## src/rtl/seg7_scan_ctrl.sv

```systemverilog
`default_nettype none
// ============================================================================
//  Module   : seg7_scan_ctrl
//  Brief    : Four-digit multiplexed 7-segment scanner with dead-time, blink,
//             blanking and frame-synchronous double-buffered display data.
//  Revision : 1.0
// ============================================================================
module seg7_scan_ctrl #(
   parameter int DIV         = 50000,
   parameter int GAP         = 500,
   parameter int BLINK_X     = 25,
   parameter bit SEG_ACT_LOW = 1'b0,
   parameter bit EN_ACT_LOW  = 1'b0
) (
   input  logic        clk,
   input  logic        rst_n,
   input  logic [15:0] digits,
   input  logic [3:0]  dp_in,
   input  logic [3:0]  blank,
   input  logic [3:0]  blink_en,
   input  logic        load,
   output logic [6:0]  seg,
   output logic        ds_dp,
   output logic [3:0]  ds_en,
   output logic        frame_done
);

   localparam int CW = $clog2(((DIV > GAP) ? DIV : GAP) + 1);
   localparam logic [CW-1:0] c_div_last = CW'(DIV - 1);
   localparam logic [CW-1:0] c_gap_last = CW'(GAP - 1);

   typedef enum logic [0:0] {
      ST_GAP = 1'b0,
      ST_ON  = 1'b1
   } state_t;

   state_t            r_state;
   state_t            w_state_nxt;
   logic [1:0]        r_idx;
   logic [1:0]        w_idx_nxt;
   logic [CW-1:0]     r_phase;
   logic [CW-1:0]     w_phase_nxt;
   logic              w_frame_last;

   logic [BLINK_X-1:0] r_blink;

   logic [15:0]       r_pend_digits;
   logic [3:0]        r_pend_dp;
   logic [3:0]        r_pend_blank;
   logic [3:0]        r_pend_blink;
   logic [15:0]       r_act_digits;
   logic [3:0]        r_act_dp;
   logic [3:0]        r_act_blank;
   logic [3:0]        r_act_blink;

   logic              w_boundary;
   logic              w_dark;
   logic              w_drive;
   logic [3:0]        w_nibble;
   logic [6:0]        w_hex;

   logic [6:0]        r_seg;
   logic              r_dp;
   logic [3:0]        r_en;
   logic              r_fd;

   // ---------------------------------------------------------------- FSM
   always_ff @(posedge clk or negedge rst_n) begin
      if (!rst_n) begin
         r_state <= ST_GAP;
         r_idx   <= 2'd0;
         r_phase <= '0;
      end else begin
         r_state <= w_state_nxt;
         r_idx   <= w_idx_nxt;
         r_phase <= w_phase_nxt;
      end
   end

   always_comb begin
      w_state_nxt  = r_state;
      w_idx_nxt    = r_idx;
      w_phase_nxt  = r_phase + CW'(1);
      w_frame_last = 1'b0;
      case (r_state)
         ST_GAP: begin
            if (r_phase == c_gap_last) begin
               w_state_nxt = ST_ON;
               w_phase_nxt = '0;
            end
         end
         ST_ON: begin
            if (r_phase == c_div_last) begin
               w_state_nxt  = ST_GAP;
               w_idx_nxt    = r_idx + 2'd1;
               w_phase_nxt  = '0;
               w_frame_last = (r_idx == 2'd3);
            end
         end
         default: begin
            w_state_nxt = ST_GAP;
            w_idx_nxt   = 2'd0;
            w_phase_nxt = '0;
         end
      endcase
   end

   // ---------------------------------------------------------------- blink
   always_ff @(posedge clk or negedge rst_n) begin
      if (!rst_n) begin
         r_blink <= '0;
      end else begin
         r_blink <= r_blink + BLINK_X'(1);
      end
   end

   // Active set only moves at the frame boundary so a frame is never torn.
   assign w_boundary = (r_state == ST_GAP) && (r_idx == 2'd0) && (r_phase == '0);

   always_ff @(posedge clk or negedge rst_n) begin
      if (!rst_n) begin
         r_pend_digits <= 16'h0000;
         r_pend_dp     <= 4'b0000;
         r_pend_blank  <= 4'b1111;
         r_pend_blink  <= 4'b0000;
         r_act_digits  <= 16'h0000;
         r_act_dp      <= 4'b0000;
         r_act_blank   <= 4'b1111;
         r_act_blink   <= 4'b0000;
      end else begin
         if (load) begin
            r_pend_digits <= digits;
            r_pend_dp     <= dp_in;
            r_pend_blank  <= blank;
            r_pend_blink  <= blink_en;
         end
         if (w_boundary) begin
            r_act_digits <= r_pend_digits;
            r_act_dp     <= r_pend_dp;
            r_act_blank  <= r_pend_blank;
            r_act_blink  <= r_pend_blink;
         end
      end
   end

   // ---------------------------------------------------------------- decode
   assign w_dark   = r_act_blank[r_idx] | (r_act_blink[r_idx] & r_blink[BLINK_X-1]);
   assign w_drive  = (r_state == ST_ON) & ~w_dark;
   assign w_nibble = r_act_digits[{r_idx, 2'b00} +: 4];

   always_comb begin
      w_hex = 7'h00;
      case (w_nibble)
         4'h0: w_hex = 7'h3F;
         4'h1: w_hex = 7'h06;
         4'h2: w_hex = 7'h5B;
         4'h3: w_hex = 7'h4F;
         4'h4: w_hex = 7'h66;
         4'h5: w_hex = 7'h6D;
         4'h6: w_hex = 7'h7D;
         4'h7: w_hex = 7'h07;
         4'h8: w_hex = 7'h7F;
         4'h9: w_hex = 7'h6F;
         4'hA: w_hex = 7'h77;
         4'hB: w_hex = 7'h7C;
         4'hC: w_hex = 7'h39;
         4'hD: w_hex = 7'h5E;
         4'hE: w_hex = 7'h79;
         4'hF: w_hex = 7'h71;
         default: w_hex = 7'h00;
      endcase
   end

   // Outputs lag the FSM by one cycle; frame_done tracks the same lag.
   always_ff @(posedge clk or negedge rst_n) begin
      if (!rst_n) begin
         r_seg <= 7'h00;
         r_dp  <= 1'b0;
         r_en  <= 4'b0000;
         r_fd  <= 1'b0;
      end else begin
         r_seg <= w_drive ? w_hex : 7'h00;
         r_dp  <= w_drive & r_act_dp[r_idx];
         r_en  <= w_drive ? (4'b0001 << r_idx) : 4'b0000;
         r_fd  <= w_frame_last;
      end
   end

   assign seg        = r_seg ^ {7{SEG_ACT_LOW}};
   assign ds_dp      = r_dp ^ SEG_ACT_LOW;
   assign ds_en      = r_en ^ {4{EN_ACT_LOW}};
   assign frame_done = r_fd;

endmodule
`default_nettype wire

```

## config.mk

```make
export PLATFORM = sky130hd
export DESIGN_NAME = seg7_scan_ctrl
export DESIGN_NICKNAME = d
export VERILOG_FILES = /design/src/rtl/seg7_scan_ctrl.sv
export SDC_FILE = /design/constraint.sdc
export NUM_CORES = 1
export LEC_CHECK = 0
export BUFFER_PORTS_ARGS = -buffer_cell sky130_fd_sc_hd__buf_2
export CORE_MARGIN = 4
export CORE_UTILIZATION = 50
export CTS_BUF_LIST = sky130_fd_sc_hd__clkbuf_2
export CTS_CLUSTER_SIZE = 10
export DETAILED_ROUTE_END_ITERATION = 16
export PLACE_DENSITY = 0.66
export SYNTH_ARGS = -nofsm -noshare
export SYNTH_HDL_FRONTEND = slang
export SYNTH_SLANG_ARGS = --single-unit
```

## constraint.sdc

```tcl
create_clock -name clk -period 6.42 [get_ports clk]
set_input_delay 0 -clock clk [delete_from_list [all_inputs] [get_ports clk]]
set_output_delay 0 -clock clk [all_outputs]
set_load 0.05 [all_outputs]
```

Yosys cells after proc, flatten, opt, wreduce, memory -nomap -nowiden
Memory sizes are Yosys's and may differ from the RTL's.
Index checks and enable logic that the tools add are counted.
Storage, ports and cells
  memories: 1
  bits of input ports: 31
  ROM bits: 112
  flip-flop bits (word level): 113
Operators by class
  bitwise gates (word level): 6
  reduce and logical (&&, ||, !) cells: 5
  shifts and indexed selects: 2
  magnitude comparators: 1
  muxes and demuxes: 16
  equality and inequality tests: 3
  $add $sub $neg: 3
Memories
  (name not given): words 16, width 7, rd ports 1, clocked after Yosys merged registers in 0, write ports 0, RTL line 153  | case (w_nibble)
Operators by type and width (number)
  16-bit 2-to-1 mux: 2
  16-bit case mux with 2 select lines: 1
  25-bit by 1-bit adder with 25-bit output (second input constant): 1
  16-bit by 1-bit adder with 16-bit output (second input constant): 1
  16-bit equality test (second input constant): 1
  16-bit by 9-bit equality test with 1-bit output (second input constant): 1
  16-bit logical NOT: 1
  16-bit by 5-bit indexed part select with 4-bit output: 1
  1-bit 2-to-1 mux: 7
  7-bit 2-to-1 mux: 1
  1-bit binary-select mux with 2-bit select: 3
  4-bit 2-to-1 mux: 1
  1-bit by 2-bit left shift with 4-bit output (first input constant): 1
  1-bit bitwise AND: 3
  2-bit by 3-bit < comparator with 1-bit output (second input constant): 1
  2-bit by 1-bit adder with 2-bit output (second input constant): 1
  2-bit equality test (second input constant): 1
  1-bit logical AND: 2
  2-bit logical NOT: 1
  1-bit NOT: 2
  1-bit case mux with 2 select lines: 1
  2-bit AND reduction: 1
  1-bit bitwise OR: 1

Longest topological paths before layout
  word-level depth: 7
  depth in mapped cells: 8
  gate-level depth less buffers: 6

Least setup slack after synthesis
No wires, ideal clock.
  path type: flip-flop to flip-flop
  start: reg r_idx[1]
  end: reg r_act_digits[0]
  data required time: 6295 ps
  clock period less this slack: 2367 ps
  stages on the path, launching flop included: 9
  data arrival time: 2242 ps
  library setup time: 125 ps
  setup slack: 4053 ps
  path through: dfrtp_1 buf_2 inv_1 ha_1 inv_1 or4b_4 nor3_4 buf_6 mux2_4
On the way
  cells in the longest elaborated chain, start to end: 3
RTL lines
  from (decl): RTL line 39  | logic [1:0] r_idx;
  from (signal assigned): RTL line 75  | r_idx <= w_idx_nxt;
  2-bit logical NOT: RTL line 118  | assign w_boundary = (r_state == ST_GAP) && (r_idx == 2'd0) && (r_phase == '0);
  1-bit logical AND (2 in a row): RTL line 118
  to (signal assigned): RTL line 138  | r_act_digits <= r_pend_digits;
  to (decl): RTL line 51  | logic [15:0] r_act_digits;
No other way between the ends.
A chain may end at the register's enable or synchronous reset.

Worst setup path in the final report
  start: reg r_idx[0]
  end: reg r_act_blink[3]
On the way
  cells in the longest elaborated chain, start to end: 3
RTL lines
  2-bit logical NOT: RTL line 118
  1-bit logical AND (2 in a row): RTL line 118
  to (signal assigned): RTL line 141  | r_act_blink <= r_pend_blink;
  to (decl): RTL line 54  | logic [3:0] r_act_blink;
No other way between the ends.

==> results.md <==
* Status: finished clean
* Ys flop type: dfrtp_1
* Critical-path cell list: inv_1 > ha_1 > inv_1 > or4b_4 > nor3_4 > buf_4 > mux2_2
* WP buf/inv at 3
* Synth async-reset ratio at 1.00
* Placed cell area at 5430 um2
* Sequential area share after synthesis at 0.556
* CP Capture Type: register
* Synth top area cells: dfrtp_1, mux2_2, dfstp_2, xnor2_1, ha_1
* EDFF count, synth at 0
* Fin area at 6240 um2
* WL final at 10.1 mm
* Critical Path RT at 6980 ps
* Initial antenna violation count at 0
* Setup_tns at 0 ps
* RSZ-0062 raised after global routing: false
* Worst-skew pair later-pin latency at 680 ps
* Max_cap viols at 0
* Worst path slowest cell: dfrtp_1
* First DRT Iteration DRCs at 115
* P&R area growth vs syn at 22.3%
* Die Area at 11900 um2
* Port Buffers at 43
* Largest stage delay, worst path at 600 ps
* Slew @ Worst Pin at 839 ps
* Final #Nets at 543
* Clock root buffer: clkbuf_2
* Fin crit period at 2560 ps
* Ys Warns at 0
* Pins over their slew limit at 0
* Clock skew at 23.7 ps
* CP Max Fanout at 28
* WHS at 414 ps
* Gr ovfl total at 0
* Clock Sinks at 113
* Crit path top cell by count: inv_1
* # IOs at 44
* Global-route usage over all layers at 0.196
* Delay-heaviest family, CP: buffers and inverters
* Vias in the first global route at 3560
* Tcrit/Tclk final at 0.398
* Hold crit path type: in2async
* DR vias/cell at 5.21
* CTS Buf Count at 17
* CTS HTree Levels at 4
* Cells after synthesis at 389
* Post-Syn Nets at 433
* Fin. Hold Viols at 0
* Die height at 109 um
* Pleak at 2.87 nW
* Yosys reg bits at 113
* Mapped cell area at 5100 um2
* Vias at 3359
* DP Wirelength at 6.33 mm
* Cell Rows at 36
* First-pass GRT wire length at 17.5 mm
* Share of cells above drive strength 1 at 0.295
* Critical path arrival at 3120 ps
* VDD IR-drop max at 0.132 mV
* Max-slew headroom at 0.440
* Core Region at 9860 um2
* Synth top area share at 0.515
* Die Wd at 109 um
* Layout Utilization at 0.632
* Routed Antenna Nets at 0
* Pwr Density at 209 nW/um2
* Setup crit start kind: register
* CTS tree: done
* Postcts setup bufs at 0
* Antenna cell count at 0
* Drt wl/cell at 15.6 um
* Fillers at 783
* Largest net degree at the start of global routing at 70
* Initial Utilization at 0.517
* Synth unique cells at 46
* CTS Buffer Depth at 2
* Mean area per synthesized cell at 13.1 um2
* Leading area contributor after synthesis: dfrtp_1
* Final setup fails at 0
* DR DRC count at 0
* RePlAce Congestion at 0.824
* Drt pass-1 iters at 4
* Clk slew on worst S/H paths at 170 ps
* Critical path type: reg2reg
* Maximum clock frequency at 391 MHz
-- cell type report --
cell class | instances | area, um2 | share of cell area
Clock inverter | 11 | 97.6 | 0.0156
Multi-Input combinational cell | 249 | 2140 | 0.343
Tap cell | 133 | 166 | 0.0267
Sequential cell | 113 | 2840 | 0.455
Clock buffer | 21 | 105 | 0.0169
Inverter | 13 | 48.8 | 0.00782
Timing Repair Buffer | 105 | 841 | 0.135
-- flip-flops by register name (all words and copies together) (netlist names) --
name and cells:
frame_done 1, ds_en 4, r_pend_blank 4, r_act_blank 4
seg 7, r_phase 16, r_idx 2, r_act_blink 4
r_state 1, ds_dp 1, r_act_dp 4, r_pend_digits 16
r_act_digits 16, r_pend_dp 4, r_blink 25, r_pend_blink 4
-- power by group --
| group | internal [mW] | leakage, nW | switching, mW |
|---|---|---|---|
| combinational | 0.0740 | 1.29 | 0.0425 |
| clock | 0.175 | 0.137 | 0.254 |
| sequential | 0.741 | 1.44 | 0.0171 |
| total | 0.991 | 2.87 | 0.314 |
-- cell usage in the layout (no fill, tap or decap), types with 15 or more instances in the layout --
cell type / instances
dfrtp_1: 105
xor2_1: 16
buf_2: 42
nand4_1: 15
clkbuf_2: 21
mux2_2: 47
xnor2_1: 24
dlygate4sd3_1: 58
nand2_1: 15
nand3_1: 16
nor2_1: 21
-- metal layers --
| metal | vias to the layer above | GRT usage | wire, um |
|---|---|---|---|
| met3 | 21 | 0.0551 | 398 |
| met1 | 1663 | 0.256 | 4560 |
| li1 | 1615 | - | - |
| met2 | 60 | 0.310 | 4910 |
| met5 | - | 0 | 0 |
| met4 | 0 | 0.0766 | 195 |
-- repair_timing --
item,in CTS,in global routing
hold buffers,59,0
gates resized for setup,0,0
endpoints found under the hold margin,72,0
-- metrics by stage --
| step | std cells | total power [mW] | setup slack (ps) |
|---|---|---|---|
| floorplan | 389 | 0.810 | 4050 |
| finish | 645 | 1.30 | 3860 |
| global placement | 554 | 0.842 | 3960 |
| detailed placement | 554 | 0.846 | 3890 |
| global route | 645 | 1.37 | 3710 |
| CTS | 645 | 1.32 | 3840 |
-- tightest hold or removal path: stages --
cell           delay (ps)
dlygate4sd3_1         520
dlygate4sd3_1         540
buf_4                 200
-- synthesized netlist by cell type (all sizes together) (2+ instances only) --
cell	instances
dfrtp	105
mux2	58
xnor2	24
nor2	21
nand2	16
nand3	16
xor2	16
nand4	15
ha	13
inv	13
and4	9
and2	8
dfstp	8
buf	7
clkbuf	7
mux4	6
and3	5
mux2i	5
nor3	5
o21ai	5
nor4	4
a21oi	3
a221oi	3
nor2b	2
or3	2
-- kinds of logic (layout without fill, tap and decap cells) --
family          after synthesis  in the layout  share of synthesized area
xor+xnor                     40             40                     0.0687
mux                          69             69                      0.172
fa+ha+maj                    13             13                     0.0319
flops                       113            113                      0.556
simple gates                107            107                      0.118
compound gates               20             20                     0.0292
buf+inv                      27            150                     0.0238
-- path summary, 6_finish.rpt --
check,depth (start not counted),start,slack [ps],endpoint
setup reg to reg,7,r_idx[0],3860,r_act_blink[3]
hold / removal,3,rst_n,410,r_act_blank[0]
setup / recovery,7,r_idx[0],3860,r_act_blink[3]
hold reg to reg,1,r_blink[21],480,r_blink[21]
max in group asynchronous,4,rst_n,5140,r_pend_dp[0]
min in group clk,1,r_blink[21],480,r_blink[21]
Power figures use the tool's default switching activity.
